<file path="config.mk">
export PLATFORM = sky130hd
export DESIGN_NAME = writeback_queue_flat
export DESIGN_NICKNAME = d
export VERILOG_FILES = /design/src/rtl/writeback_queue_pkg.sv /design/src/rtl/writeback_queue_if.sv /design/src/rtl/wbq_fwd_match.sv /design/src/rtl/writeback_queue.sv /design/src/flat_wrapper.sv
export SDC_FILE = /design/constraint.sdc
export NUM_CORES = 1
export LEC_CHECK = 0
export CAP_MARGIN = 20
export CELL_PAD_IN_SITES_DETAIL_PLACEMENT = 1
export CELL_PAD_IN_SITES_GLOBAL_PLACEMENT = 2
export CORE_ASPECT_RATIO = 0.75
export CORE_MARGIN = 2
export CORE_UTILIZATION = 47
export DETAILED_ROUTE_END_ITERATION = 12
export DONT_BUFFER_PORTS = 1
export PLACE_DENSITY = 0.9
export SYNTH_ARGS = -nofsm -noshare
export SYNTH_HDL_FRONTEND = slang
export SYNTH_HIERARCHICAL = 1
export SYNTH_SLANG_ARGS = --single-unit
</file>
<file path="constraint.sdc">
create_clock -name clk -period 9.75 [get_ports clk]
set_input_delay 1.95 -clock clk [delete_from_list [all_inputs] [get_ports clk]]
set_output_delay 1.95 -clock clk [all_outputs]
set_load 0.01 [all_outputs]
</file>
<file path="src/rtl/writeback_queue_pkg.sv">
// Shared CPU definitions for the register writeback path: default widths
// and the {addr, data} write-entry layout.
package writeback_queue_pkg;

  localparam int CPU_DATA_W    = 20;
  localparam int CPU_ADDR_W    = 4;
  localparam int CPU_WBQ_DEPTH = 4;

  typedef struct packed {
    logic [CPU_ADDR_W-1:0] addr;
    logic [CPU_DATA_W-1:0] data;
  } wb_entry_t;

endpackage

</file>
<file path="src/rtl/writeback_queue_if.sv">
// Producer, register-bank and operand-forwarding signals of the writeback queue.
// The master side drives requests and acks; the slave side is the queue.
interface writeback_queue_if
  import writeback_queue_pkg::*;
#(
  parameter int DATA_W = CPU_DATA_W,
  parameter int ADDR_W = CPU_ADDR_W,
  parameter int DEPTH  = CPU_WBQ_DEPTH
) ();

  logic                     in_valid;
  logic [DATA_W-1:0]        in_data;
  logic [ADDR_W-1:0]        in_addr;
  logic                     in_ready;
  logic                     flush;
  logic                     wr_en;
  logic [DATA_W-1:0]        wr_data;
  logic [ADDR_W-1:0]        wr_addr;
  logic                     wr_ack;
  logic [ADDR_W-1:0]        fwd_addr;
  logic                     fwd_hit;
  logic [DATA_W-1:0]        fwd_data;
  logic [$clog2(DEPTH):0]   count;

  modport master (
    output in_valid, in_data, in_addr, flush, wr_ack, fwd_addr,
    input  in_ready, wr_en, wr_data, wr_addr, fwd_hit, fwd_data, count
  );

  modport slave (
    input  in_valid, in_data, in_addr, flush, wr_ack, fwd_addr,
    output in_ready, wr_en, wr_data, wr_addr, fwd_hit, fwd_data, count
  );

endinterface

</file>
<file path="src/rtl/wbq_fwd_match.sv">
// Operand forwarding: scans pending entries from newest to oldest and returns
// the data of the first one whose address matches.
module wbq_fwd_match #(
  parameter int DATA_W = 20,
  parameter int ADDR_W = 4,
  parameter int DEPTH  = 4,
  parameter int PTR_W  = $clog2(DEPTH)
) (
  input  logic [ADDR_W-1:0] slot_addr_i [DEPTH],
  input  logic [DATA_W-1:0] slot_data_i [DEPTH],
  input  logic [PTR_W-1:0]  wr_ptr_i,
  input  logic [PTR_W:0]    count_i,
  input  logic [ADDR_W-1:0] fwd_addr_i,
  output logic              fwd_hit_o,
  output logic [DATA_W-1:0] fwd_data_o
);

  logic [PTR_W-1:0] idx;

  // NOTE: every variable assigned in an always_comb gets a default first,
  // otherwise a path that skips the assignment infers a latch.
  always_comb begin
    fwd_hit_o  = 1'b0;
    fwd_data_o = '0;
    idx        = '0;
    // Slot wr_ptr-1 is the newest entry; only the first count slots are live.
    for (int k = 1; k <= DEPTH; k++) begin
      idx = wr_ptr_i - PTR_W'(k);
      if (!fwd_hit_o && (k <= int'(count_i)) && (slot_addr_i[idx] == fwd_addr_i)) begin
        fwd_hit_o  = 1'b1;
        fwd_data_o = slot_data_i[idx];
      end
    end
  end

endmodule

</file>
<file path="src/rtl/writeback_queue.sv">
// Register writeback queue: a DEPTH-entry circular buffer of {addr, data}
// writes drained in order to the register bank, with newest-match forwarding.
module writeback_queue
  import writeback_queue_pkg::*;
#(
  parameter int DATA_W = CPU_DATA_W,
  parameter int ADDR_W = CPU_ADDR_W,
  parameter int DEPTH  = CPU_WBQ_DEPTH
) (
  input  logic             clk,
  input  logic             rst,
  writeback_queue_if.slave bus
);

  localparam int PTR_W = $clog2(DEPTH);
  localparam int CNT_W = PTR_W + 1;

  logic [ADDR_W-1:0] addr_mem [DEPTH];
  logic [DATA_W-1:0] data_mem [DEPTH];

  logic [PTR_W-1:0]  wr_ptr_q, wr_ptr_d;
  logic [PTR_W-1:0]  rd_ptr_q, rd_ptr_d;
  logic [CNT_W-1:0]  count_q, count_d;
  logic              in_ready;
  logic              push;
  logic              pop;
  logic              wr_en;
  logic              fwd_hit;
  logic [DATA_W-1:0] fwd_data;

  // A pop in the full cycle never frees room for a same-cycle push.
  assign in_ready = (count_q != CNT_W'(DEPTH)) && !bus.flush;
  assign push     = bus.in_valid && in_ready;
  assign wr_en    = (count_q != '0);
  assign pop      = wr_en && bus.wr_ack && !bus.flush;

  always_comb begin
    wr_ptr_d = wr_ptr_q;
    rd_ptr_d = rd_ptr_q;
    count_d  = count_q;
    if (bus.flush) begin
      wr_ptr_d = '0;
      rd_ptr_d = '0;
      count_d  = '0;
    end else begin
      if (push) wr_ptr_d = wr_ptr_q + PTR_W'(1);
      if (pop)  rd_ptr_d = rd_ptr_q + PTR_W'(1);
      count_d = count_q + CNT_W'(push) - CNT_W'(pop);
    end
  end

  always_ff @(posedge clk or posedge rst) begin
    if (rst) begin
      wr_ptr_q <= '0;
      rd_ptr_q <= '0;
      count_q  <= '0;
    end else begin
      wr_ptr_q <= wr_ptr_d;
      rd_ptr_q <= rd_ptr_d;
      count_q  <= count_d;
    end
  end

  // NOTE: storage has no reset; every read of it is gated by count, so stale
  // contents are never visible and the array maps onto plain flops or RAM.
  always_ff @(posedge clk) begin
    if (push) begin
      addr_mem[wr_ptr_q] <= bus.in_addr;
      data_mem[wr_ptr_q] <= bus.in_data;
    end
  end

  wbq_fwd_match #(
    .DATA_W (DATA_W),
    .ADDR_W (ADDR_W),
    .DEPTH  (DEPTH),
    .PTR_W  (PTR_W)
  ) u_fwd_match (
    .slot_addr_i (addr_mem),
    .slot_data_i (data_mem),
    .wr_ptr_i    (wr_ptr_q),
    .count_i     (count_q),
    .fwd_addr_i  (bus.fwd_addr),
    .fwd_hit_o   (fwd_hit),
    .fwd_data_o  (fwd_data)
  );

  assign bus.in_ready = in_ready;
  assign bus.wr_en    = wr_en;
  assign bus.wr_addr  = wr_en ? addr_mem[rd_ptr_q] : '0;
  assign bus.wr_data  = wr_en ? data_mem[rd_ptr_q] : '0;
  assign bus.fwd_hit  = fwd_hit;
  assign bus.fwd_data = fwd_data;
  assign bus.count    = count_q;

endmodule

</file>
<file path="src/flat_wrapper.sv">
// flat-port wrapper written by rule: the top's interface ports become plain ports
module writeback_queue_flat import writeback_queue_pkg::*;
#(
  parameter int DATA_W = CPU_DATA_W,
  parameter int ADDR_W = CPU_ADDR_W,
  parameter int DEPTH  = CPU_WBQ_DEPTH
)
  (clk, rst, bus_in_valid, bus_in_data, bus_in_addr, bus_flush, bus_wr_ack, bus_fwd_addr, bus_in_ready, bus_wr_en, bus_wr_data, bus_wr_addr, bus_fwd_hit, bus_fwd_data, bus_count);
  writeback_queue_if #(.DATA_W(DATA_W), .ADDR_W(ADDR_W), .DEPTH(DEPTH)) bus_i ();
  input  logic clk;
  input  logic rst;
  input wire logic [$bits(bus_i.in_valid)-1:0] bus_in_valid;
  input wire logic [$bits(bus_i.in_data)-1:0] bus_in_data;
  input wire logic [$bits(bus_i.in_addr)-1:0] bus_in_addr;
  input wire logic [$bits(bus_i.flush)-1:0] bus_flush;
  input wire logic [$bits(bus_i.wr_ack)-1:0] bus_wr_ack;
  input wire logic [$bits(bus_i.fwd_addr)-1:0] bus_fwd_addr;
  output wire logic [$bits(bus_i.in_ready)-1:0] bus_in_ready;
  output wire logic [$bits(bus_i.wr_en)-1:0] bus_wr_en;
  output wire logic [$bits(bus_i.wr_data)-1:0] bus_wr_data;
  output wire logic [$bits(bus_i.wr_addr)-1:0] bus_wr_addr;
  output wire logic [$bits(bus_i.fwd_hit)-1:0] bus_fwd_hit;
  output wire logic [$bits(bus_i.fwd_data)-1:0] bus_fwd_data;
  output wire logic [$bits(bus_i.count)-1:0] bus_count;
  assign bus_i.in_valid = bus_in_valid;
  assign bus_i.in_data = bus_in_data;
  assign bus_i.in_addr = bus_in_addr;
  assign bus_i.flush = bus_flush;
  assign bus_i.wr_ack = bus_wr_ack;
  assign bus_i.fwd_addr = bus_fwd_addr;
  assign bus_in_ready = bus_i.in_ready;
  assign bus_wr_en = bus_i.wr_en;
  assign bus_wr_data = bus_i.wr_data;
  assign bus_wr_addr = bus_i.wr_addr;
  assign bus_fwd_hit = bus_i.fwd_hit;
  assign bus_fwd_data = bus_i.fwd_data;
  assign bus_count = bus_i.count;
  writeback_queue #(.DATA_W(DATA_W), .ADDR_W(ADDR_W), .DEPTH(DEPTH)) u_core (.clk(clk), .rst(rst), .bus(bus_i));
endmodule
</file>
==> flow_summary_export.csv <==
group,metric,value,unit
run_status,status,"finished clean",
final_layout,drive_above_1_share,24.3,%
routing,drt_iter0_markers,309,
floorplanning,die_w,147,um
pwr,switchingPower,615,uW
clock_network,root_buffer,"clkbuf_16",
setup_path,worstPathRequired,7.80,ns
synth,yosysMostFrequentCell,"edfxtp_1",
pwr,p_comb_share,40.9,%
setup_path,path_max_fanout,70,
synth,yosys.area_share.simple,10.6,%
routing,ant_nets,0,
placement,dp_slack,2.90,ns
synth,ys.flop_type,"edfxtp_1",
final_layout,diodes,0,
setup_path,cp-startpoint,"u_core/wr_ptr_q[1]",
clock_network,cts-buffers-inserted,9,
setup_path,r2r_cells,3,
timing,layout_setup_ws,2.98,ns
final_layout,fillers,1574,
routing,finalWirelength,18200,um
synth,syn-instance-count,590,
routing,drc_errors,0,
setup_path,reg2reg_from,"u_core/wr_ptr_q[1]",
grt,grt_pass1_vias,5253,
setup_path,r2r-end,"u_core/data_mem[6]",
synth,synth_top_area_share,39.8,%
placement,gp_congestion,0.760,
setup_path,crit_path_start_kind,"flip-flop",
setup_path,reg2reg_slack,6.73,ns
floorplanning,start_util,47.9,%
setup_path,setup.worst_path.end,"bus_fwd_data[10]",
pwr,power.internal,1.04,mW
placement,dp_hpwl,12000,um
synth,synth-compound-area-share,12.4,%
timing,finClkSkew,0.00788,ns
synth,netlist_top_cells_area,"edfxtp_1, mux2i_1, mux4_2, mux2_2, dfrtp_1",
synth,synth.area.mux_share,26.5,%
synth,synth.largest_area_cell,"edfxtp_1",
synth,synth_seq_cells,103,
routing,wl_per_cell,23.6,um
grt,grt_overflow_total,0,
timing,hold_viol_final,0,
clock_network,cts_hold_buf,0,
grt,antenna_found_initial,0,
grt,grt_max_degree,71,
pwr,leakagePower,2.38,nW
final_layout,fin_nets,600,
setup_path,path_class,"reg -> out",
synth,synth_nets,630,
grt,grt.total_usage,22.9,%
floorplanning,rows,39,
pwr,sw_frac_of_total,37.2,%
pwr,p_per_area,216,mW/mm2
clock_network,cts_setup_buffers,0,
worst_hold_path,hold_class,"reg -> reg",
setup_path,cp.arrival,4.82,ns
synth,synth_top_family_by_area,"multiplexers",
clock_network,cts_sinks,103,
floorplanning,die_h,111,um
pwr,ir_drop,138,uV
final_layout,seq_area,0.00307,mm2
timing,worst_pin_slew,1.05,ns
synth,async_reset_ff_share,6.80,%
worst_hold_path,min_from,"u_core/bus.count[2]",
synth,yosys.cell_types.count,48,
timing,slew_violations,0,
timing,fin_crit_sh,69.5,%
pwr,p_clk_share,22.7,%
synth,synth_fa_ha_area_share,1.31,%
synth,synth_common_cells,"edfxtp_1, mux2i_1, mux4_2, nor2_1, mux2_2",
clock_network,htreeDepth,3,
placement,io_buffers,0,
timing,max_freq,0.148,GHz
floorplanning,pin_count,83,
final_layout,multi_input_area,0.00389,mm2
synth,ys_seq_area_share,42.2,%
synth,synth_edf_count,96,
floorplanning,die-area,0.0164,mm2
routing,vias,4848,
timing,period_minus_slack,6.77,ns
timing,relSlewSlack,29.9,%
synth,synth.avg_cell_area,12.3,um2
clock_network,clock_latency,0.35,ns
flow_run,cap_violations,0,
timing,setup_tns,0,ns
timing,rsz0062_at_grt,"false",
synth,synth_xor_xnor_area_share,2.63,%
synth,synth_area,0.00724,mm2
clock_network,path_clk_slew,0.07,ns
clock_network,ctsResizeCount,0,
pwr,p_seq_share,36.4,%
final_layout,area_growth,5.79,%
floorplanning,coreArea,0.0151,mm2
routing,viasPerCell,6.30,
clock_network,clockBufferDepth,2,
setup_path,worst_setup_path_end_kind,"primary output",
grt,grt_pass1_wl,29000,um
clock_network,cts_tree,"yes",
timing,finalSetupViolCount,0,
synth,yosysWarnings,6,
routing,first_pass_iters,4,
-- critical path, cell delays in order (launching register included) --
cell	delay [ns]
dfrtp_4	0.74
buf_4	0.89
mux4_2	0.45
xnor2_2	0.21
nand4_1	0.15
a32o_1	0.33
nand2_1	0.71
nand3b_1	0.52
o22ai_1	0.45
-- layout by cell type (no fill, tap or decap), types with 11 or more instances in the layout --
cell type  count
a22oi_2       12
o21ai_1       11
nand2_1       28
edfxtp_1      96
a31oi_1       12
nor2_1        34
a21oi_1       21
xor2_1        12
o21ai_0       15
o22ai_1       20
nand2b_1      11
mux2_2        32
o221ai_1      12
mux2i_1       78
and2_1        11
mux4_2        34
nor2b_1       15
-- cell families after synthesis --
group | after synthesis
DFF | 103
xor gates and xnor gates | 20
muxes | 145
AOI/OAI and AO/OA | 123
adders and majority gates | 7
buffers and inverters | 60
and+or+nand+nor | 132
-- registers in the layout, summed over array words and instances (netlist names) --
register / cells
u_core/data_mem: 80
u_core/rd_ptr_q: 2
u_core/addr_mem: 16
u_core/wr_ptr_q: 2
u_core/bus.count: 3
-- worst min path at each step --
stage	end	slack, ns	cells past startpoint
after floorplan	u_core/wr_ptr_q[0]	0.59	2
after global placement	u_core/bus.count[2]	0.79	2
final	u_core/bus.count[2]	0.81	2
after CTS	u_core/bus.count[2]	0.83	2
after detailed placement	u_core/bus.count[2]	0.82	2
after global routing	u_core/bus.count[2]	0.88	2
-- routing by layer --
layer | track usage, % | up-vias | part of all wire [%]
li1 | - | 2216 | -
met1 | 28.4 | 2499 | 42
met2 | 39.6 | 109 | 50
met3 | 5.78 | 24 | 6.1
met4 | 6.79 | 0 | 2.0
met5 | 0 | - | 0
-- power by group through the flow --
stage	Combinational, mW	Clock, mW	Sequential (mW)
after floorplan	0.595	0	0.548
after global placement	0.641	0	0.610
after detailed placement	0.674	0	0.615
after CTS	0.678	0.380	0.605
after global routing	0.728	0.397	0.613
final	0.676	0.374	0.601
-- final cells by class --
class                   count  area share, %
repair buffers             10           1.34
flip-flops and latches    103           40.0
clock buffers               9           2.94
multi-input cells         427           50.8
well taps                 205           3.35
inverters                   9          0.441
clock inverters             6           1.13
-- metrics by stage --
stage	cell area [um2]	hold slack, ns	util, %	cells	power (mW)
2_1_floorplan	7240	0.593	-	590	1.14
3_3_place_gp	7300	0.787	48.3	752	1.25
3_5_place_dp	7320	0.818	48.4	753	1.29
4_1_cts	7630	0.825	50.4	768	1.66
5_1_grt	7660	0.880	50.6	769	1.74
6_report	7660	0.810	50.6	769	1.65
Power figures use the tool's default switching activity.
